===== config.mk =====
export PLATFORM = sky130hd
export DESIGN_NAME = voice_scheduler
export DESIGN_NICKNAME = d
export VERILOG_FILES = /design/src/rtl/voice_sched_pkg.sv /design/src/rtl/note_fifo.sv /design/src/rtl/voice_scheduler.sv
export SDC_FILE = /design/constraint.sdc
export NUM_CORES = 1
export LEC_CHECK = 0
export ABC_AREA = 1
export CAP_MARGIN = 20
export CORE_ASPECT_RATIO = 1.5
export CORE_MARGIN = 5
export CORE_UTILIZATION = 55
export DETAILED_ROUTE_END_ITERATION = 8
export GPL_TIMING_DRIVEN = 1
export PLACE_DENSITY = 0.79
export SLEW_MARGIN = 20
export SYNTH_ARGS = -nofsm -noshare
export SYNTH_HDL_FRONTEND = slang
export SYNTH_SLANG_ARGS = --single-unit

===== constraint.sdc =====
create_clock -name clk -period 2.6 [get_ports clk]
set_input_delay 0.52 -clock clk [delete_from_list [all_inputs] [get_ports clk]]
set_output_delay 0.52 -clock clk [all_outputs]
set_load 0.01 [all_outputs]

===== src/rtl/voice_sched_pkg.sv =====
// ---------------------------------------------------------------------------
// voice_sched_pkg
//   Shared definitions for the voice scheduler slice:
//     - sched_state_t : dispatch FSM encodings (IDLE, ISSUE)
//     - default pitch/duration widths
//     - FIFO entry width and the field offsets of a packed {pitch, dur} entry
// ---------------------------------------------------------------------------
package voice_sched_pkg;

    typedef enum logic [0:0] {
        IDLE  = 1'b0,
        ISSUE = 1'b1
    } sched_state_t;

    localparam int DEF_NOTE_W = 6;
    localparam int DEF_DUR_W  = 6;

    // A FIFO entry is {pitch, dur}: duration in the low bits, pitch above it.
    function automatic int entry_width(input int note_w, input int dur_w);
        return note_w + dur_w;
    endfunction

    function automatic int dur_lsb();
        return 0;
    endfunction

    function automatic int pitch_lsb(input int dur_w);
        return dur_w;
    endfunction

endpackage


===== src/rtl/note_fifo.sv =====
// ---------------------------------------------------------------------------
// note_fifo
//   Synchronous FIFO holding pending notes for the voice scheduler.
//   Parameters: DEPTH (power of 2, >= 2), WIDTH (entry width).
//   Ports:
//     clk    in   system clock
//     reset  in   synchronous, active-high; empties the FIFO
//     push   in   write request (ignored while full, even with a same-cycle pop)
//     pop    in   read request (ignored while empty)
//     wdata  in   WIDTH entry to write
//     rdata  out  head entry (combinational read of the head slot)
//     full   out  count == DEPTH
//     empty  out  count == 0
//     count  out  entries held, $clog2(DEPTH)+1 bits
// ---------------------------------------------------------------------------
module note_fifo #(
    parameter int DEPTH = 4,
    parameter int WIDTH = 12
) (
    input  logic                     clk,
    input  logic                     reset,
    input  logic                     push,
    input  logic                     pop,
    input  logic [WIDTH-1:0]         wdata,
    output logic [WIDTH-1:0]         rdata,
    output logic                     full,
    output logic                     empty,
    output logic [$clog2(DEPTH):0]   count
);

    localparam int PTR_W = $clog2(DEPTH);
    localparam int CNT_W = PTR_W + 1;

    logic [WIDTH-1:0] mem [DEPTH];
    logic [PTR_W-1:0] wr_ptr;
    logic [PTR_W-1:0] rd_ptr;
    logic             do_push;
    logic             do_pop;

    assign full    = (count == CNT_W'(DEPTH));
    assign empty   = (count == '0);
    assign do_push = push && !full;
    assign do_pop  = pop && !empty;
    assign rdata   = mem[rd_ptr];

    // Pointers are exactly log2(DEPTH) bits wide, so they wrap on their own.
    always_ff @(posedge clk) begin
        if (reset) begin
            wr_ptr <= '0;
            rd_ptr <= '0;
            count  <= '0;
        end else begin
            if (do_push) begin
                wr_ptr <= wr_ptr + 1'b1;
            end
            if (do_pop) begin
                rd_ptr <= rd_ptr + 1'b1;
            end
            case ({do_push, do_pop})
                2'b10:   count <= count + 1'b1;
                2'b01:   count <= count - 1'b1;
                default: count <= count;
            endcase
        end
    end

    // Storage needs no reset; only slots behind the pointers are ever read.
    always_ff @(posedge clk) begin
        if (do_push) begin
            mem[wr_ptr] <= wdata;
        end
    end

endmodule


===== src/rtl/voice_scheduler.sv =====
// ---------------------------------------------------------------------------
// voice_scheduler
//   Buffers incoming notes and hands them out to a bank of note_player voices.
//   A note is popped in one cycle and its one-hot load pulse follows in the
//   next, so at most one dispatch happens every two cycles.
//
//   Optional feature: define VOICE_STEAL_EN to let a waiting note pre-empt the
//   least recently loaded voice when every voice is busy. Without it the note
//   waits for a voice_done and `stolen` is tied low.
//
//   Ports:
//     clk          in   system clock
//     reset        in   synchronous, active-high
//     note_valid   in   source presents a note
//     note_ready   out  FIFO has room (transfer on note_valid & note_ready)
//     note_pitch   in   pitch of the presented note (0 = rest)
//     note_dur     in   duration of the presented note
//     play_enable  in   0 holds dispatch; the FIFO still accepts
//     voice_done   in   per-voice one-cycle end-of-note pulses
//     voice_load   out  one-hot, one-cycle load pulse to the selected voice
//     voice_pitch  out  shared note bus, held between loads
//     voice_dur    out  shared note bus, held between loads
//     busy         out  registered per-voice occupied flags
//     fifo_count   out  pending notes
//     stolen       out  pulses with voice_load when a busy voice is pre-empted
// ---------------------------------------------------------------------------
module voice_scheduler
    import voice_sched_pkg::*;
#(
    parameter int NUM_VOICES = 3,
    parameter int FIFO_DEPTH = 4,
    parameter int NOTE_W     = DEF_NOTE_W,
    parameter int DUR_W      = DEF_DUR_W
) (
    input  logic                          clk,
    input  logic                          reset,
    input  logic                          note_valid,
    output logic                          note_ready,
    input  logic [NOTE_W-1:0]             note_pitch,
    input  logic [DUR_W-1:0]              note_dur,
    input  logic                          play_enable,
    input  logic [NUM_VOICES-1:0]         voice_done,
    output logic [NUM_VOICES-1:0]         voice_load,
    output logic [NOTE_W-1:0]             voice_pitch,
    output logic [DUR_W-1:0]              voice_dur,
    output logic [NUM_VOICES-1:0]         busy,
    output logic [$clog2(FIFO_DEPTH):0]   fifo_count,
    output logic                          stolen
);

    localparam int VIDX_W    = (NUM_VOICES > 1) ? $clog2(NUM_VOICES) : 1;
    localparam int ENTRY_W   = entry_width(NOTE_W, DUR_W);
    localparam int PITCH_LSB = pitch_lsb(DUR_W);
    localparam int DUR_LSB   = dur_lsb();

    sched_state_t           state;
    sched_state_t           state_next;
    logic [VIDX_W-1:0]      sel_q;
    logic [VIDX_W-1:0]      dispatch_idx;
    logic                   dispatch;
    logic [VIDX_W-1:0]      free_idx;
    logic                   free_found;
    logic [NUM_VOICES-1:0]  set_mask;
    logic [NUM_VOICES-1:0]  busy_next;
    logic [VIDX_W-1:0]      age      [NUM_VOICES];
    logic [VIDX_W-1:0]      age_next [NUM_VOICES];
    logic                   age_hit;
    logic [ENTRY_W-1:0]     fifo_rdata;
    logic                   fifo_full;
    logic                   fifo_empty;

`ifdef VOICE_STEAL_EN
    logic                   dispatch_steal;
    logic                   steal_q;
`endif

    note_fifo #(
        .DEPTH (FIFO_DEPTH),
        .WIDTH (ENTRY_W)
    ) u_fifo (
        .clk   (clk),
        .reset (reset),
        .push  (note_valid),
        .pop   (dispatch),
        .wdata ({note_pitch, note_dur}),
        .rdata (fifo_rdata),
        .full  (fifo_full),
        .empty (fifo_empty),
        .count (fifo_count)
    );

    assign note_ready = !fifo_full;

    // Lowest-index free voice; scanning downward lets the lowest index win.
    always_comb begin
        free_found = 1'b0;
        free_idx   = '0;
        for (int i = NUM_VOICES - 1; i >= 0; i--) begin
            if (!busy[i]) begin
                free_found = 1'b1;
                free_idx   = VIDX_W'(i);
            end
        end
    end

    // Dispatch FSM: IDLE decides and pops, ISSUE drives the load pulse.
    // The pulse is suppressed while reset is asserted so a pending load is dropped.
    always_comb begin
        state_next   = state;
        dispatch     = 1'b0;
        dispatch_idx = free_idx;
        voice_load   = '0;
`ifdef VOICE_STEAL_EN
        dispatch_steal = 1'b0;
`endif
        case (state)
            IDLE: begin
                if (!fifo_empty && play_enable) begin
                    if (free_found) begin
                        dispatch = 1'b1;
                    end
`ifdef VOICE_STEAL_EN
                    else begin
                        dispatch       = 1'b1;
                        dispatch_idx   = age[0];
                        dispatch_steal = 1'b1;
                    end
`endif
                end
                if (dispatch) begin
                    state_next = ISSUE;
                end
            end
            ISSUE: begin
                if (!reset) begin
                    voice_load = NUM_VOICES'(1) << sel_q;
                end
                state_next = IDLE;
            end
            default: state_next = IDLE;
        endcase
    end

`ifdef VOICE_STEAL_EN
    assign stolen = (state == ISSUE) && steal_q && !reset;
`else
    assign stolen = 1'b0;
`endif

    // A dispatch sets the target's busy bit after done pulses clear theirs,
    // so a same-cycle set and done on one voice leaves it busy.
    always_comb begin
        set_mask  = dispatch ? (NUM_VOICES'(1) << dispatch_idx) : '0;
        busy_next = (busy & ~voice_done) | set_mask;
    end

    // On each load, the loaded voice is removed from its slot, everything
    // behind it moves up one place, and it rejoins at the tail (youngest).
    always_comb begin
        age_hit = 1'b0;
        for (int i = 0; i < NUM_VOICES; i++) begin
            age_next[i] = age[i];
        end
        if (state == ISSUE) begin
            for (int i = 0; i < NUM_VOICES - 1; i++) begin
                age_hit = age_hit | (age[i] == sel_q);
                if (age_hit) begin
                    age_next[i] = age[i+1];
                end
            end
            age_next[NUM_VOICES-1] = sel_q;
        end
    end

    // State, busy flags, age list and the held note bus.
    always_ff @(posedge clk) begin
        if (reset) begin
            state       <= IDLE;
            busy        <= '0;
            sel_q       <= '0;
            voice_pitch <= '0;
            voice_dur   <= '0;
            for (int i = 0; i < NUM_VOICES; i++) begin
                age[i] <= VIDX_W'(i);
            end
`ifdef VOICE_STEAL_EN
            steal_q     <= 1'b0;
`endif
        end else begin
            state <= state_next;
            busy  <= busy_next;
            for (int i = 0; i < NUM_VOICES; i++) begin
                age[i] <= age_next[i];
            end
            if (dispatch) begin
                sel_q       <= dispatch_idx;
                voice_pitch <= fifo_rdata[PITCH_LSB +: NOTE_W];
                voice_dur   <= fifo_rdata[DUR_LSB +: DUR_W];
`ifdef VOICE_STEAL_EN
                steal_q     <= dispatch_steal;
`endif
            end
        end
    end

endmodule


Word level (Yosys, flattened, before mapping). Memories as Yosys holds them, arrays and structs flattened. A register that Yosys moved wholly into a read port is not among the register bits. Cells that the tools add are included.

Register bits after elaboration: 13. Input port bits: 19. Memories kept: 1. Output and inout port bits: 23. Memory bits (writable): 48.

$add $sub $neg: 4. Mux-type cells: 18. Shifts and indexed selects: 2. Reductions and logical operators: 7. Equal/unequal tests: 3. Bitwise gates (word level): 4.

Memory list: u_fifo.mem (depth 4, bits a word 12, read ports 1, clocked after memory_dff 1, wr ports 1, RTL line note_fifo.sv:34) `logic [WIDTH-1:0] mem [DEPTH];`.

Operators with widths (number): two-way mux 1 bit (10); two-way mux 3 bit (3); two-way mux 2 bit (3); case mux 3 bit (2 select lines) (1); left shift 1 x 2 -> 3 bit, first input constant (2); adder 2 x 1 -> 2 bit, second input constant (2); adder 3 x 1 -> 3 bit, second input constant (1); bitwise AND 3 bit (1); == test 3 bit, second input constant (1); logical AND 1 bit (3); zero test 3 bit (1); inverter 3 bit (1); bitwise OR 3 bit (1); subtractor 3 x 1 -> 3 bit, second input constant (1); == test 2 x 1 -> 1 bit, second input constant (1); == test 2 bit, second input constant (1); zero test 1 bit (2); case mux 1 bit (2 select lines) (1); nonzero test 2 bit (1); inverter 1 bit (1).

Logic depth before layout (Yosys ltp). Gate-level depths: netlist of the first run.

Depth in word-level cells: 10. Gate-level depth with buffers: 13. Mapped depth without buffers: 12.

By module. Synthesis of the first run repeated with hierarchy kept, for this count alone.

Cell total of the unflattened synthesis: 302. Area total of the unflattened synthesis: 3199.3 um2.

Modules (own cells, without submodules): note_fifo (area each 2278.4 um2, sequential area each 1621.6 um2, instances 1, cells an instance 186); voice_scheduler (area each 920.9 um2, sequential area each 360.3 um2, instances 1, cells an instance 116).

Least setup slack after synthesis of the first run. OpenSTA, ideal clock, no wires.

Kind: input to register. Start: input port play_enable. End: register u_fifo.count[2]. Arrival time: 2049 ps. Library setup time: 113 ps. Path buffers: 1. Slack: 438 ps. Stages: 13. Path through: inv_1 -> nor2_4 -> nand3_4 -> buf_4 -> inv_1 -> ha_1 -> inv_1 -> fa_1 -> or2_2 -> nand2_1 -> nand2_1 -> nand2_1 -> nor2_1.

Longest elaborated chain between the ends: 7. Elaborated cells between the ends (all ways): 9. Those cells by class: eq/ne (2); mux (4); reduce/logical (3).

Ends and longest elaborated chain: start: declaration (RTL line voice_scheduler.sv:41) `input logic play_enable,`; logical AND 1 bit (*) (RTL line voice_scheduler.sv:118) `if (!fifo_empty && play_enable) begin`; two-way mux 1 bit (*) (RTL line voice_scheduler.sv:118); two-way mux 1 bit (*) (2 in a row) (RTL line voice_scheduler.sv:116) `case (state)`; logical AND 1 bit (*) (RTL line note_fifo.sv:43) `assign do_pop = pop && !empty;`; via u_fifo.do_pop (RTL line note_fifo.sv:38) `logic do_pop;`; == test 2 x 1 -> 1 bit / == test 2 bit (equally long branches) (RTL line note_fifo.sv:59) `case ({do_push, do_pop})`; case mux 3 bit (2 select lines) / nonzero test 2 bit (equally long branches); end signal: assignment (RTL line note_fifo.sv:60) `2'b10: count <= count + 1'b1;`; end signal: assignment (RTL line note_fifo.sv:61) `2'b01: count <= count - 1'b1;`; end signal: assignment (RTL line note_fifo.sv:62) `default: count <= count;`; end: declaration (RTL line note_fifo.sv:28) `output logic [$clog2(DEPTH):0] count`.

The timed path passes the listed nets; every way through them passes the cells marked *. The select of a mux whose other input is x is not followed. A chain may end at the register's enable or synchronous reset.

Final worst setup path of the first run.
Start: input port reset. End: output port voice_load[0].

Longest elaborated chain between the ends: 2.

Ends and longest elaborated chain: start: declaration (RTL line voice_scheduler.sv:36) `input logic reset,`; two-way mux 3 bit (RTL line voice_scheduler.sv:135) `if (!reset) begin`; two-way mux 3 bit (RTL line voice_scheduler.sv:116); end: declaration (RTL line voice_scheduler.sv:43) `output logic [NUM_VOICES-1:0] voice_load,`.

Every way passes these cells.

==> results of run 1 <==
==> layout by cell type, fill, tap and decap left out, types with 2 or more instances in the layout <==
cell type | netlist | final
sky130_fd_sc_hd__nand2_1 | 126 | 126
sky130_fd_sc_hd__inv_1 | 55 | 55
sky130_fd_sc_hd__edfxtp_1 | 48 | 48
sky130_fd_sc_hd__nor2_1 | 42 | 42
sky130_fd_sc_hd__clkdlybuf4s50_1 | 0 | 40
sky130_fd_sc_hd__dfxtp_1 | 25 | 25
sky130_fd_sc_hd__nand3_1 | 15 | 15
sky130_fd_sc_hd__buf_4 | 3 | 11
sky130_fd_sc_hd__clkbuf_8 | 0 | 9
sky130_fd_sc_hd__a21oi_1 | 8 | 8
sky130_fd_sc_hd__ha_1 | 5 | 5
sky130_fd_sc_hd__o21ai_0 | 4 | 4
sky130_fd_sc_hd__nand2_2 | 2 | 2
sky130_fd_sc_hd__clkinv_2 | 0 | 2
sky130_fd_sc_hd__inv_4 | 0 | 2
==> final cells by class <==
type	count	area share
Sequential cell	73	0.5021
Multi-Input combinational cell	212	0.2426
Timing Repair Buffer	51	0.1249
Inverter	57	0.05726
Clock buffer	9	0.03203
Tap cell	72	0.02329
Clock inverter	7	0.01779
==> final timing paths <==
kind / from / end / slack [ns]
setup / recovery: reset / voice_load[0] / 0.28
hold reg to reg: sel_q[0]$_SDFFE_PP0P_ / sel_q[0]$_SDFFE_PP0P_ / 0.48
hold / removal: sel_q[0]$_SDFFE_PP0P_ / sel_q[0]$_SDFFE_PP0P_ / 0.48
setup reg to reg: u_fifo.count[0]$_SDFFE_PP0P_ / u_fifo.count[2]$_SDFFE_PP0P_ / 0.69
==> power by group through the flow <==
stage | registers (mW) | clock network, mW | logic, mW
2_1_floorplan | 1.57 | 0 | 0.745
3_3_place_gp | 1.56 | 0 | 1.05
3_5_place_dp | 1.57 | 0 | 1.08
4_1_cts | 1.54 | 0.877 | 1.09
5_1_grt | 1.57 | 0.922 | 1.23
6_report | 1.54 | 0.856 | 1.08
==> stage by stage <==
stage          worst slack (ns)  area, µm²  instances
2_1_floorplan            0.4384       3216        355
3_3_place_gp             0.1425       3675        465
3_5_place_dp             0.1180       3675        465
4_1_cts                  0.2699       3867        481
5_1_grt                  0.1543       3867        481
6_report                 0.2813       3867        481
==> cell usage after synthesis (2+ instances only) <==
| library cell | n |
|---|---|
| sky130_fd_sc_hd__ha_1 | 5 |
| sky130_fd_sc_hd__nand3_1 | 15 |
| sky130_fd_sc_hd__inv_1 | 55 |
| sky130_fd_sc_hd__buf_6 | 5 |
| sky130_fd_sc_hd__a21oi_1 | 8 |
| sky130_fd_sc_hd__o21ai_0 | 4 |
| sky130_fd_sc_hd__nand2_1 | 126 |
| sky130_fd_sc_hd__buf_4 | 3 |
| sky130_fd_sc_hd__edfxtp_1 | 48 |
| sky130_fd_sc_hd__nor2_1 | 42 |
| sky130_fd_sc_hd__nand2_2 | 2 |
| sky130_fd_sc_hd__dfxtp_1 | 25 |
| sky130_fd_sc_hd__buf_2 | 4 |
==> critical path, delay by kind of cell <==
family	cells	cell delay, ns
buffers and inverters	3	1.09
and+or+nand+nor	2	0.20
==> registers in the layout (all words and copies together) (netlist names) <==
register	count
busy	3
sel_q	2
state	1
u_fifo.count	3
u_fifo.mem	48
u_fifo.rd_ptr	2
u_fifo.wr_ptr	2
voice_dur	6
voice_pitch	6
==> layer usage <==
metal  part of all wire  routed length, µm  vias up  GRT usage
met5                  0                  0        -          0
met4             0.0088                 50        0    0.08443
met3              0.045                255        2    0.02616
met2               0.53               3026       46     0.2920
met1               0.42               2378     1026     0.1849
li1                   -                  -     1187          -
==> cell families (layout without fill, tap and decap cells) <==
logic type / Yosys count / in the layout / synth area share
DFF: 73 / 73 / 0.6039
other: 1 / 1 / 0.001166
buffers and inverters: 70 / 124 / 0.1043
adders and majority gates: 6 / 6 / 0.02568
and+or+nand+nor: 192 / 192 / 0.2436
AOI/OAI and AO/OA: 13 / 13 / 0.02140
==> metrics.txt, run 1 <==
# TYPE chip_impl_metric gauge
chip_impl_info{name="status",value="completed"} 1
chip_impl_metric{name="drt-total-wl",unit="mm"} 5.710
chip_impl_metric{name="insertedDiodeCount",unit=""} 0
chip_impl_metric{name="drc",unit=""} 0
chip_impl_metric{name="detailedRoute.firstPassIterationCount",unit=""} 4
chip_impl_info{name="setup.worst_path.class",value="input pin to primary output"} 1
chip_impl_metric{name="number_of_enable_flip_flop_cells_after_synthesis",unit=""} 48
chip_impl_metric{name="cts_buffers",unit=""} 9
chip_impl_metric{name="port_buffers",unit=""} 40
chip_impl_metric{name="ff2ff_path_depth",unit=""} 11
chip_impl_metric{name="number_of_global_route_vias_before_repair",unit=""} 2198
chip_impl_metric{name="required",unit="ns"} 2.08
chip_impl_metric{name="first_iter_violations",unit=""} 87
chip_impl_info{name="cp_dominant_cell_by_count",value="sky130_fd_sc_hd__clkdlybuf4s50_1"} 1
chip_impl_info{name="cts_root_buffer",value="sky130_fd_sc_hd__clkbuf_8"} 1
chip_impl_metric{name="maxSlewHeadroom",unit=""} 0.5018
chip_impl_info{name="critPathCaptureType",value="primary output"} 1
chip_impl_metric{name="filler_cell_count",unit=""} 474
chip_impl_metric{name="achievable-frequency",unit="MHz"} 431.3
chip_impl_metric{name="netlist_area",unit="µm²"} 3216
chip_impl_metric{name="switching_share",unit=""} 0.3313
chip_impl_metric{name="number_of_instances_resized_during_post_cts_repair",unit=""} 0
chip_impl_metric{name="routedWlPerCell",unit="µm"} 11.87
chip_impl_metric{name="tightestPinTransition",unit="ns"} 0.7463
chip_impl_metric{name="timing.hold.worst_path_depth",unit=""} 2
chip_impl_metric{name="antenna_found_initial",unit=""} 0
chip_impl_metric{name="first_pass_grt_wire_length",unit="mm"} 9.680
chip_impl_metric{name="flow.area_growth_from_synthesis",unit="%"} 20.27
chip_impl_metric{name="grt_usage",unit=""} 0.1649
chip_impl_metric{name="seq_power_share",unit=""} 0.443
chip_impl_metric{name="layout.nets",unit=""} 429
chip_impl_metric{name="vdd.ir_drop.worst",unit="mV"} 0.4893
chip_impl_metric{name="htree_levels",unit=""} 3
chip_impl_metric{name="clock_power_share",unit=""} 0.246
chip_impl_metric{name="synth_cells",unit=""} 355
chip_impl_metric{name="synth_area_per_cell",unit="µm²"} 9.058
chip_impl_metric{name="crit_fanout",unit=""} 4
chip_impl_metric{name="max_cap_violation_count",unit=""} 0
chip_impl_metric{name="power.combinational.fraction",unit=""} 0.310
chip_impl_metric{name="post_cts.repair.setup_buffers",unit=""} 0
chip_impl_metric{name="power.density",unit="nW/µm²"} 898.3
chip_impl_metric{name="floorplan.die_area",unit="µm²"} 7507
chip_impl_metric{name="io_pins",unit=""} 42
chip_impl_metric{name="row_count",unit=""} 34
chip_impl_metric{name="fin_tns_setup",unit="ns"} 0
chip_impl_metric{name="clk_pin_slew",unit="ns"} 0.07
chip_impl_metric{name="cp.arrival",unit="ns"} 1.80
chip_impl_metric{name="chipWidth",unit="µm"} 72.43
chip_impl_info{name="worst_hold_path_type",value="flip-flop to flip-flop"} 1
chip_impl_metric{name="fp.dieH",unit="µm"} 103.6
chip_impl_info{name="netlist.top_cell.by_area",value="sky130_fd_sc_hd__edfxtp_1"} 1
chip_impl_metric{name="vias",unit=""} 2261
chip_impl_metric{name="switch_pwr",unit="mW"} 1.151
chip_impl_metric{name="multiInputGateArea",unit="µm²"} 938.4
chip_impl_info{name="crit_path_cell_trace",value="clkdlybuf4s50_1 > inv_1 > nand3b_1 > nor2_1 > clkdlybuf4s50_1"} 1
chip_impl_metric{name="core_area",unit="µm²"} 5743
chip_impl_metric{name="fin_util",unit=""} 0.6734
chip_impl_metric{name="power.total",unit="mW"} 3.474
chip_impl_metric{name="drive_gt1_frac",unit=""} 0.09046
chip_impl_metric{name="clk_latency",unit="ns"} 0.34
chip_impl_metric{name="hold_viol_final",unit=""} 0
chip_impl_metric{name="seq_area",unit="µm²"} 1942
chip_impl_metric{name="ys_ff_latch",unit=""} 73
chip_impl_metric{name="clock_tree.buffer_depth",unit=""} 2
chip_impl_info{name="tritoncts",value="built"} 1
chip_impl_metric{name="finalWeightedCongestion",unit=""} 0.8076
chip_impl_metric{name="detail_route.vias_per_cell",unit=""} 4.701
chip_impl_metric{name="maxSlewViolCount",unit=""} 0
chip_impl_metric{name="ys_types",unit=""} 26
chip_impl_info{name="cp_slowest_cell",value="sky130_fd_sc_hd__clkdlybuf4s50_1"} 1
chip_impl_metric{name="report.final.setup_viol",unit=""} 0
chip_impl_metric{name="cellInternalPower",unit="mW"} 2.323
chip_impl_metric{name="detailedPlacementHpwl",unit="mm"} 3.823
chip_impl_info{name="dominantRegCellSynth",value="sky130_fd_sc_hd__edfxtp_1"} 1
chip_impl_metric{name="ys_seq_area_frac",unit=""} 0.6039
chip_impl_metric{name="initial_utilization",unit=""} 0.5599
chip_impl_info{name="netlist_top_cells_area",value="sky130_fd_sc_hd__edfxtp_1, sky130_fd_sc_hd__dfxtp_1, sky130_fd_sc_hd__nand2_1"} 1
chip_impl_metric{name="synth.net_count",unit=""} 380
chip_impl_metric{name="final.min_clock_period",unit="ns"} 2.319
chip_impl_info{name="grt_setup_unrepaired",value="false"} 1
chip_impl_metric{name="grt_remaining_overflow",unit=""} 0
chip_impl_metric{name="async_reset_ff_frac",unit=""} 0
chip_impl_metric{name="leakagePower",unit="nW"} 1.725
chip_impl_metric{name="grt_max_degree",unit=""} 31
chip_impl_metric{name="netlist.area_leader.share",unit=""} 0.4482
chip_impl_metric{name="ant_nets",unit=""} 0
chip_impl_metric{name="fin_skew",unit="ns"} 0.01158
chip_impl_metric{name="ctsHoldBuffers",unit=""} 0
chip_impl_metric{name="fin_hold_ws",unit="ns"} 0.4768
chip_impl_metric{name="clock_sink_total",unit=""} 73
chip_impl_metric{name="fin_crit_sh",unit=""} 0.8918
chip_impl_metric{name="yosys_warnings",unit=""} 0
chip_impl_info{name="setup.worst_path.start_class",value="input pin"} 1
chip_impl_metric{name="critPathMaxStageDelay",unit="ns"} 0.54
(Power assumes the default switching activity.)
==> run 2: changes to the inputs <==
clock period = 2.3 ns   (was 2.6 ns; I/O delays follow)
==> run 2 against run 1 <==
Compared with the run above:
- cell area is 0.78% higher
- hold slack better by 0.0011 ns
- worst setup slack worse by 0.18 ns
- clock skew is 0.0027 ns lower
- via count hardly changed
- combinational power is 15% higher
- sequential share of layout area is 0.39 points lower
- largest power group unchanged
==> metrics.txt, run 2 (synthesized netlist as in run 1, its figures left out) <==
# TYPE chip_impl_metric gauge
chip_impl_metric{name="ant_nets",unit=""} 0
chip_impl_metric{name="grt_max_degree",unit=""} 31
chip_impl_metric{name="clock_sink_total",unit=""} 73
chip_impl_metric{name="clk_latency",unit="ns"} 0.34
chip_impl_metric{name="achievable-frequency",unit="MHz"} 455.1
chip_impl_metric{name="fin_tns_setup",unit="ns"} 0
chip_impl_info{name="setup.worst_path.start_class",value="input pin"} 1
chip_impl_metric{name="maxSlewViolCount",unit=""} 0
chip_impl_metric{name="io_pins",unit=""} 42
chip_impl_metric{name="grtUsageMet3",unit=""} 0.03198
chip_impl_metric{name="critical_path_cell_count",unit=""} 5
chip_impl_metric{name="tightestPinTransition",unit="ns"} 0.5463
chip_impl_metric{name="drc",unit=""} 0
chip_impl_metric{name="clk_pin_slew",unit="ns"} 0.07
chip_impl_info{name="layout_top_registers",value="u_fifo.mem: 48 flops, voice_dur: 6 flops, voice_pitch: 6 flops"} 1
chip_impl_metric{name="reg2reg_slack",unit="ns"} 0.41
chip_impl_metric{name="vias",unit=""} 2262
chip_impl_metric{name="crit_fanout",unit=""} 4
chip_impl_metric{name="largest_reg_flops",unit=""} 48
chip_impl_metric{name="finalWeightedCongestion",unit=""} 0.8197
chip_impl_metric{name="flow.area_growth_from_synthesis",unit="%"} 21.21
chip_impl_metric{name="grt.met1_usage",unit=""} 0.1885
chip_impl_info{name="most_common_library_cell_in_the_layout_ignoring_fill_and_taps",value="sky130_fd_sc_hd__nand2_1"} 1
chip_impl_info{name="setup.worst_path.class",value="input pin to primary output"} 1
chip_impl_metric{name="vdd.ir_drop.worst",unit="mV"} 0.5224
chip_impl_metric{name="antenna_found_initial",unit=""} 0
chip_impl_metric{name="ff2ff_path_depth",unit=""} 12
chip_impl_info{name="highest_count_cells_in_the_layout_ignoring_fill_and_taps",value="sky130_fd_sc_hd__nand2_1, sky130_fd_sc_hd__inv_1, sky130_fd_sc_hd__edfxtp_1"} 1
chip_impl_info{name="crit_path_end",value="voice_load[0]"} 1
chip_impl_metric{name="detailedRoute.firstPassIterationCount",unit=""} 4
chip_impl_metric{name="chipWidth",unit="µm"} 72.43
chip_impl_info{name="top_register",value="u_fifo.mem"} 1
chip_impl_metric{name="leakagePower",unit="nW"} 1.751
chip_impl_info{name="status",value="completed"} 1
chip_impl_info{name="cts_root_buffer",value="sky130_fd_sc_hd__clkbuf_8"} 1
chip_impl_metric{name="initial_utilization",unit=""} 0.5599
chip_impl_metric{name="layout.nets",unit=""} 431
chip_impl_info{name="critical_path.reg2reg.endpoint",value="u_fifo.count[2]$_SDFFE_PP0P_"} 1
chip_impl_info{name="crit_path_cell_trace",value="clkdlybuf4s50_1 > inv_1 > nand3b_1 > nor2_1 > clkdlybuf4s50_1"} 1
chip_impl_metric{name="power.total",unit="mW"} 3.948
chip_impl_metric{name="insertedDiodeCount",unit=""} 0
chip_impl_metric{name="fp.dieH",unit="µm"} 103.6
chip_impl_metric{name="drt-total-wl",unit="mm"} 5.694
chip_impl_metric{name="clock_tree.buffer_depth",unit=""} 2
chip_impl_metric{name="cts_buffers",unit=""} 9
chip_impl_info{name="cp_dominant_cell_by_count",value="sky130_fd_sc_hd__clkdlybuf4s50_1"} 1
chip_impl_metric{name="detailedPlacementHpwl",unit="mm"} 3.934
chip_impl_info{name="crit_path_start",value="reset"} 1
chip_impl_metric{name="core_area",unit="µm²"} 5743
chip_impl_metric{name="report.final.setup_viol",unit=""} 0
chip_impl_metric{name="cp_num_buf_inv",unit=""} 3
chip_impl_metric{name="floorplan.die_area",unit="µm²"} 7507
chip_impl_metric{name="detail_route.vias_per_cell",unit=""} 4.683
chip_impl_metric{name="number_of_global_route_vias_before_repair",unit=""} 2234
chip_impl_info{name="beginning_of_the_worst_register_to_register_path",value="u_fifo.count[1]$_SDFFE_PP0P_"} 1
chip_impl_metric{name="critPathMaxStageDelay",unit="ns"} 0.54
chip_impl_metric{name="final.min_clock_period",unit="ns"} 2.197
chip_impl_info{name="worst_hold_path_type",value="flip-flop to flip-flop"} 1
chip_impl_metric{name="number_of_instances_resized_during_post_cts_repair",unit=""} 0
chip_impl_metric{name="hold_viol_final",unit=""} 0
chip_impl_info{name="grt_busiest_layer",value="met2"} 1
chip_impl_metric{name="maxSlewHeadroom",unit=""} 0.6353
chip_impl_metric{name="grt_remaining_overflow",unit=""} 0
chip_impl_metric{name="port_buffers",unit=""} 40
chip_impl_metric{name="ctsHoldBuffers",unit=""} 0
chip_impl_metric{name="gr-usage-met2",unit=""} 0.2934
chip_impl_metric{name="required",unit="ns"} 1.84
chip_impl_info{name="critPathCaptureType",value="primary output"} 1
chip_impl_metric{name="grt_usage",unit=""} 0.1684
chip_impl_metric{name="fin_skew",unit="ns"} 0.008883
chip_impl_info{name="family_with_the_most_delay_on_the_worst_path",value="buffers and inverters"} 1
chip_impl_metric{name="routedWlPerCell",unit="µm"} 11.79
chip_impl_metric{name="power.density",unit="nW/µm²"} 1013
chip_impl_info{name="grt_setup_unrepaired",value="false"} 1
chip_impl_metric{name="first_iter_violations",unit=""} 161
chip_impl_metric{name="fin_crit_sh",unit=""} 0.9554
chip_impl_metric{name="max_cap_violation_count",unit=""} 0
chip_impl_info{name="cp_slowest_cell",value="sky130_fd_sc_hd__clkdlybuf4s50_1"} 1
chip_impl_metric{name="row_count",unit=""} 34
chip_impl_info{name="tritoncts",value="built"} 1
chip_impl_metric{name="first_pass_grt_wire_length",unit="mm"} 9.839
chip_impl_metric{name="cp.arrival",unit="ns"} 1.74
chip_impl_metric{name="htree_levels",unit=""} 3
chip_impl_metric{name="drive_gt1_frac",unit=""} 0.09489
chip_impl_metric{name="post_cts.repair.setup_buffers",unit=""} 0
[run 2: changes by cell type in the layout (fill, tap and decap cells not counted)]
cell / previous run / this run
sky130_fd_sc_hd__clkinv_4: 1 / 2
sky130_fd_sc_hd__inv_4: 2 / 0
sky130_fd_sc_hd__buf_4: 11 / 13
sky130_fd_sc_hd__clkdlybuf4s50_1: 40 / 39
sky130_fd_sc_hd__clkinv_2: 2 / 1
sky130_fd_sc_hd__clkinvlp_4: 1 / 2
sky130_fd_sc_hd__clkbuf_8: 9 / 10
sky130_fd_sc_hd__dlymetal6s2s_1: 0 / 1
[run 2: how the worst min path moves through the flow]
stage	startpoint	cells past startpoint	end	slack (ns)
CTS	sel_q[0]$_SDFFE_PP0P_	2	sel_q[0]$_SDFFE_PP0P_	0.48
finish	sel_q[0]$_SDFFE_PP0P_	2	sel_q[0]$_SDFFE_PP0P_	0.48
global placement	sel_q[0]$_SDFFE_PP0P_	2	sel_q[0]$_SDFFE_PP0P_	0.46
detailed placement	sel_q[0]$_SDFFE_PP0P_	2	sel_q[0]$_SDFFE_PP0P_	0.47
floorplan	sel_q[0]$_SDFFE_PP0P_	2	sel_q[0]$_SDFFE_PP0P_	0.44
global route	sel_q[0]$_SDFFE_PP0P_	2	sel_q[0]$_SDFFE_PP0P_	0.52
[run 2: layout make-up]
type	count	area (µm²)
inverters	57	221.5
multi-input cells	212	938.4
clock buffers	10	137.6
fillers	473	1846
clock inverters	6	67.56
repair buffers	53	500.5
flip-flops and latches	73	1942
well taps	72	90.09
[run 2: stage by stage]
stage	cell area [µm²]	hold WS (ns)	setup slack [ns]	cells	utilization
6_report	3897	0.4779	0.1025	483	0.6786
5_1_grt	3897	0.5193	0.0005485	483	0.6786
4_1_cts	3895	0.4786	0.08969	483	0.6782
3_5_place_dp	3690	0.4673	-0.1130	467	0.6425
3_3_place_gp	3690	0.4614	-0.09022	467	0.6425
2_1_floorplan	3216	0.4413	0.1984	355	-
[run 2: metal layers]
layer	part of all wire	wire length, µm
met2	0.53	3029
met1	0.40	2305
met3	0.045	259
met5	0	0
met4	0.018	100
[run 2: power breakdown]
group          switching (mW)  leakage (nW)  internal (mW)  total, mW
clock network           0.453        0.0985          0.531      0.985
logic                   0.706          1.01          0.530       1.24
registers               0.123         0.646           1.61       1.73
total                    1.28          1.75           2.67       3.95
[run 2: tightest hold or removal path, delay by kind of cell (launching register included)]
| kind | cells | cell delay [ns] |
|---|---|---|
| simple gates | 1 | 0.06 |
| flops | 1 | 0.32 |
| compound gates | 1 | 0.05 |
==> run 3: changes to the inputs <==
CORE_ASPECT_RATIO = 1.1   (was 1.5)
TNS_END_PERCENT = 1   (was not set)
==> run 3 against run 2 <==
Compared with the run above:
- global-route usage down 0.29 points
- critical path depth stayed put
- routed wire length grew 3.0%
- clock power is 0.8% lower
- critical path type unchanged
- via count decreased by 1.8%
- hold slack got worse by 0.00073 ns
- clock-buffer cell count up 2
==> metrics.txt, run 3 (synthesized netlist as in run 1, its figures left out) <==
# TYPE chip_impl_metric gauge
chip_impl_metric{name="achievable-frequency",unit="MHz"} 456.5
chip_impl_metric{name="row_count",unit=""} 29
chip_impl_info{name="highest_count_cells_in_the_layout_ignoring_fill_and_taps",value="sky130_fd_sc_hd__nand2_1, sky130_fd_sc_hd__inv_1, sky130_fd_sc_hd__edfxtp_1"} 1
chip_impl_metric{name="switch_pwr",unit="mW"} 1.303
chip_impl_metric{name="critPathMaxStageDelay",unit="ns"} 0.54
chip_impl_info{name="most_common_library_cell_in_the_layout_ignoring_fill_and_taps",value="sky130_fd_sc_hd__nand2_1"} 1
chip_impl_metric{name="layout.nets",unit=""} 431
chip_impl_metric{name="timing.hold.worst_path_depth",unit=""} 2
chip_impl_info{name="critPathCaptureType",value="primary output"} 1
chip_impl_metric{name="core_area",unit="µm²"} 5733
chip_impl_metric{name="grt_remaining_overflow",unit=""} 0
chip_impl_metric{name="first_pass_grt_wire_length",unit="mm"} 9.742
chip_impl_metric{name="initial_utilization",unit=""} 0.5609
chip_impl_metric{name="htree_levels",unit=""} 3
chip_impl_metric{name="required",unit="ns"} 1.84
chip_impl_metric{name="clock_sink_total",unit=""} 73
chip_impl_metric{name="drt-total-wl",unit="mm"} 5.866
chip_impl_info{name="top_register",value="u_fifo.mem"} 1
chip_impl_metric{name="detailedPlacementHpwl",unit="mm"} 3.870
chip_impl_metric{name="cellInternalPower",unit="mW"} 2.653
chip_impl_metric{name="number_of_global_route_vias_before_repair",unit=""} 1999
chip_impl_metric{name="critical_path_cell_count",unit=""} 5
chip_impl_metric{name="filler_cell_count",unit=""} 463
chip_impl_metric{name="fp.dieH",unit="µm"} 90.20
chip_impl_metric{name="clock_tree.buffer_depth",unit=""} 2
chip_impl_metric{name="ff2ff_path_depth",unit=""} 12
chip_impl_metric{name="crit_fanout",unit=""} 4
chip_impl_metric{name="detail_route.vias_per_cell",unit=""} 4.553
chip_impl_metric{name="finalWeightedCongestion",unit=""} 0.7721
chip_impl_metric{name="reg2reg_slack",unit="ns"} 0.41
chip_impl_metric{name="clk_latency",unit="ns"} 0.34
chip_impl_metric{name="maxSlewViolCount",unit=""} 0
chip_impl_metric{name="largest_reg_flops",unit=""} 48
chip_impl_metric{name="switching_share",unit=""} 0.3293
chip_impl_metric{name="detailedRoute.firstPassIterationCount",unit=""} 4
chip_impl_metric{name="fin_util",unit=""} 0.6796
chip_impl_metric{name="number_of_instances_resized_during_post_cts_repair",unit=""} 0
chip_impl_metric{name="post_cts.repair.setup_buffers",unit=""} 0
chip_impl_info{name="cts_root_buffer",value="sky130_fd_sc_hd__clkbuf_8"} 1
chip_impl_metric{name="cts_buffers",unit=""} 9
chip_impl_metric{name="power.density",unit="nW/µm²"} 1015
chip_impl_metric{name="met3_wirelength",unit="µm"} 301
chip_impl_metric{name="vias",unit=""} 2222
chip_impl_metric{name="flow.area_growth_from_synthesis",unit="%"} 21.17
chip_impl_info{name="layout_top_registers",value="u_fifo.mem: 48 flops, voice_dur: 6 flops, voice_pitch: 6 flops"} 1
chip_impl_info{name="critical_path.reg2reg.endpoint",value="u_fifo.count[2]$_SDFFE_PP0P_"} 1
chip_impl_info{name="tritoncts",value="built"} 1
chip_impl_metric{name="final.min_clock_period",unit="ns"} 2.190
chip_impl_metric{name="max_cap_violation_count",unit=""} 0
chip_impl_metric{name="io_pins",unit=""} 42
chip_impl_metric{name="design_area",unit="µm²"} 3896
chip_impl_info{name="crit_path_end",value="voice_load[2]"} 1
chip_impl_metric{name="drive_gt1_frac",unit=""} 0.09246
chip_impl_metric{name="met1_length",unit="mm"} 2.626
chip_impl_info{name="status",value="completed"} 1
chip_impl_metric{name="grt_usage",unit=""} 0.1655
chip_impl_info{name="family_with_the_most_delay_on_the_worst_path",value="buffers and inverters"} 1
chip_impl_metric{name="antenna_found_initial",unit=""} 0
chip_impl_metric{name="power.combinational.fraction",unit=""} 0.315
chip_impl_metric{name="maxSlewHeadroom",unit=""} 0.5847
chip_impl_metric{name="floorplan.die_area",unit="µm²"} 7478
chip_impl_info{name="crit_path_start",value="reset"} 1
chip_impl_metric{name="routedWlPerCell",unit="µm"} 12.02
chip_impl_metric{name="place_area",unit="µm²"} 3696
chip_impl_metric{name="ctsHoldBuffers",unit=""} 0
chip_impl_metric{name="vdd.ir_drop.worst",unit="mV"} 0.5514
chip_impl_info{name="topRoutingLayerUsed",value="met4"} 1
chip_impl_metric{name="met2_length",unit="mm"} 2.807
chip_impl_metric{name="tightestPinTransition",unit="ns"} 0.6221
chip_impl_info{name="worst_hold_path_type",value="flip-flop to flip-flop"} 1
chip_impl_metric{name="grt_max_degree",unit=""} 31
chip_impl_info{name="setup.worst_path.start_class",value="input pin"} 1
chip_impl_metric{name="drc",unit=""} 0
chip_impl_info{name="grt_setup_unrepaired",value="false"} 1
chip_impl_metric{name="clock_power_share",unit=""} 0.247
chip_impl_metric{name="first_iter_violations",unit=""} 170
chip_impl_metric{name="clk_pin_slew",unit="ns"} 0.07
chip_impl_metric{name="ant_nets",unit=""} 0
chip_impl_metric{name="chipWidth",unit="µm"} 82.91
chip_impl_info{name="setup.worst_path.class",value="input pin to primary output"} 1
chip_impl_metric{name="fin_tns_setup",unit="ns"} 0
chip_impl_info{name="cp_dominant_cell_by_count",value="sky130_fd_sc_hd__clkdlybuf4s50_1"} 1
chip_impl_metric{name="fin_hold_ws",unit="ns"} 0.4772
chip_impl_metric{name="report.final.setup_viol",unit=""} 0
chip_impl_metric{name="insertedDiodeCount",unit=""} 0
chip_impl_metric{name="hold_viol_final",unit=""} 0
chip_impl_metric{name="cp.arrival",unit="ns"} 1.73
chip_impl_metric{name="power.total",unit="mW"} 3.956
chip_impl_metric{name="port_buffers",unit=""} 40
chip_impl_metric{name="fin_crit_sh",unit=""} 0.9524
chip_impl_metric{name="fin_skew",unit="ns"} 0.006266
chip_impl_metric{name="cp_num_buf_inv",unit=""} 3
chip_impl_metric{name="leakagePower",unit="nW"} 1.736
chip_impl_info{name="cp_slowest_cell",value="sky130_fd_sc_hd__clkdlybuf4s50_1"} 1
chip_impl_info{name="beginning_of_the_worst_register_to_register_path",value="u_fifo.count[1]$_SDFFE_PP0P_"} 1
chip_impl_info{name="crit_path_cell_trace",value="clkdlybuf4s50_1 > inv_1 > nand3b_1 > nor2_1 > clkdlybuf4s50_1"} 1
chip_impl_metric{name="seq_power_share",unit=""} 0.438
==> run 3: metal layers <==
metal | global-route usage | vias to the layer above
met3 | 0.04113 | 8
met5 | 0 | -
met2 | 0.2634 | 53
li1 | - | 1188
met4 | 0.07766 | 0
met1 | 0.2117 | 973
==> run 3: layout make-up <==
class | instances | area, µm² | area share
Timing Repair Buffer | 53 | 498.0 | 0.1278
Multi-Input combinational cell | 212 | 938.4 | 0.2408
Sequential cell | 73 | 1942 | 0.4984
Clock inverter | 4 | 22.52 | 0.005780
Clock buffer | 12 | 177.7 | 0.04560
Tap cell | 77 | 96.34 | 0.02473
Inverter | 57 | 221.5 | 0.05684
==> run 3: worst min-delay path, delay by kind of cell (launching register included) <==
family          cells  cell delay, ns
flops               1            0.32
simple gates        1            0.06
compound gates      1            0.05
==> run 3: worst min path at each step <==
stage | startpoint | to | slack [ns]
6_report | sel_q[0]$_SDFFE_PP0P_ | sel_q[0]$_SDFFE_PP0P_ | 0.48
5_1_grt | sel_q[0]$_SDFFE_PP0P_ | sel_q[0]$_SDFFE_PP0P_ | 0.50
4_1_cts | sel_q[0]$_SDFFE_PP0P_ | sel_q[0]$_SDFFE_PP0P_ | 0.48
3_5_place_dp | sel_q[0]$_SDFFE_PP0P_ | sel_q[0]$_SDFFE_PP0P_ | 0.47
3_3_place_gp | sel_q[0]$_SDFFE_PP0P_ | sel_q[0]$_SDFFE_PP0P_ | 0.47
2_1_floorplan | sel_q[0]$_SDFFE_PP0P_ | sel_q[0]$_SDFFE_PP0P_ | 0.44
==> run 3: power groups by stage <==
| stage | registers (mW) | logic [mW] | clock network (mW) |
|---|---|---|---|
| 2_1_floorplan | 1.78 | 0.842 | 0 |
| 3_3_place_gp | 1.75 | 1.22 | 0 |
| 3_5_place_dp | 1.77 | 1.25 | 0 |
| 4_1_cts | 1.74 | 1.26 | 0.998 |
| 5_1_grt | 1.76 | 1.42 | 1.05 |
| 6_report | 1.73 | 1.25 | 0.977 |
==> run 3: stage by stage <==
stage                     cells  setup WS (ns)
after global routing        488        0.02773
final                       488         0.1096
after floorplan             355         0.1984
after global placement      472       -0.08851
after detailed placement    472        -0.1217
after CTS                   488         0.1052
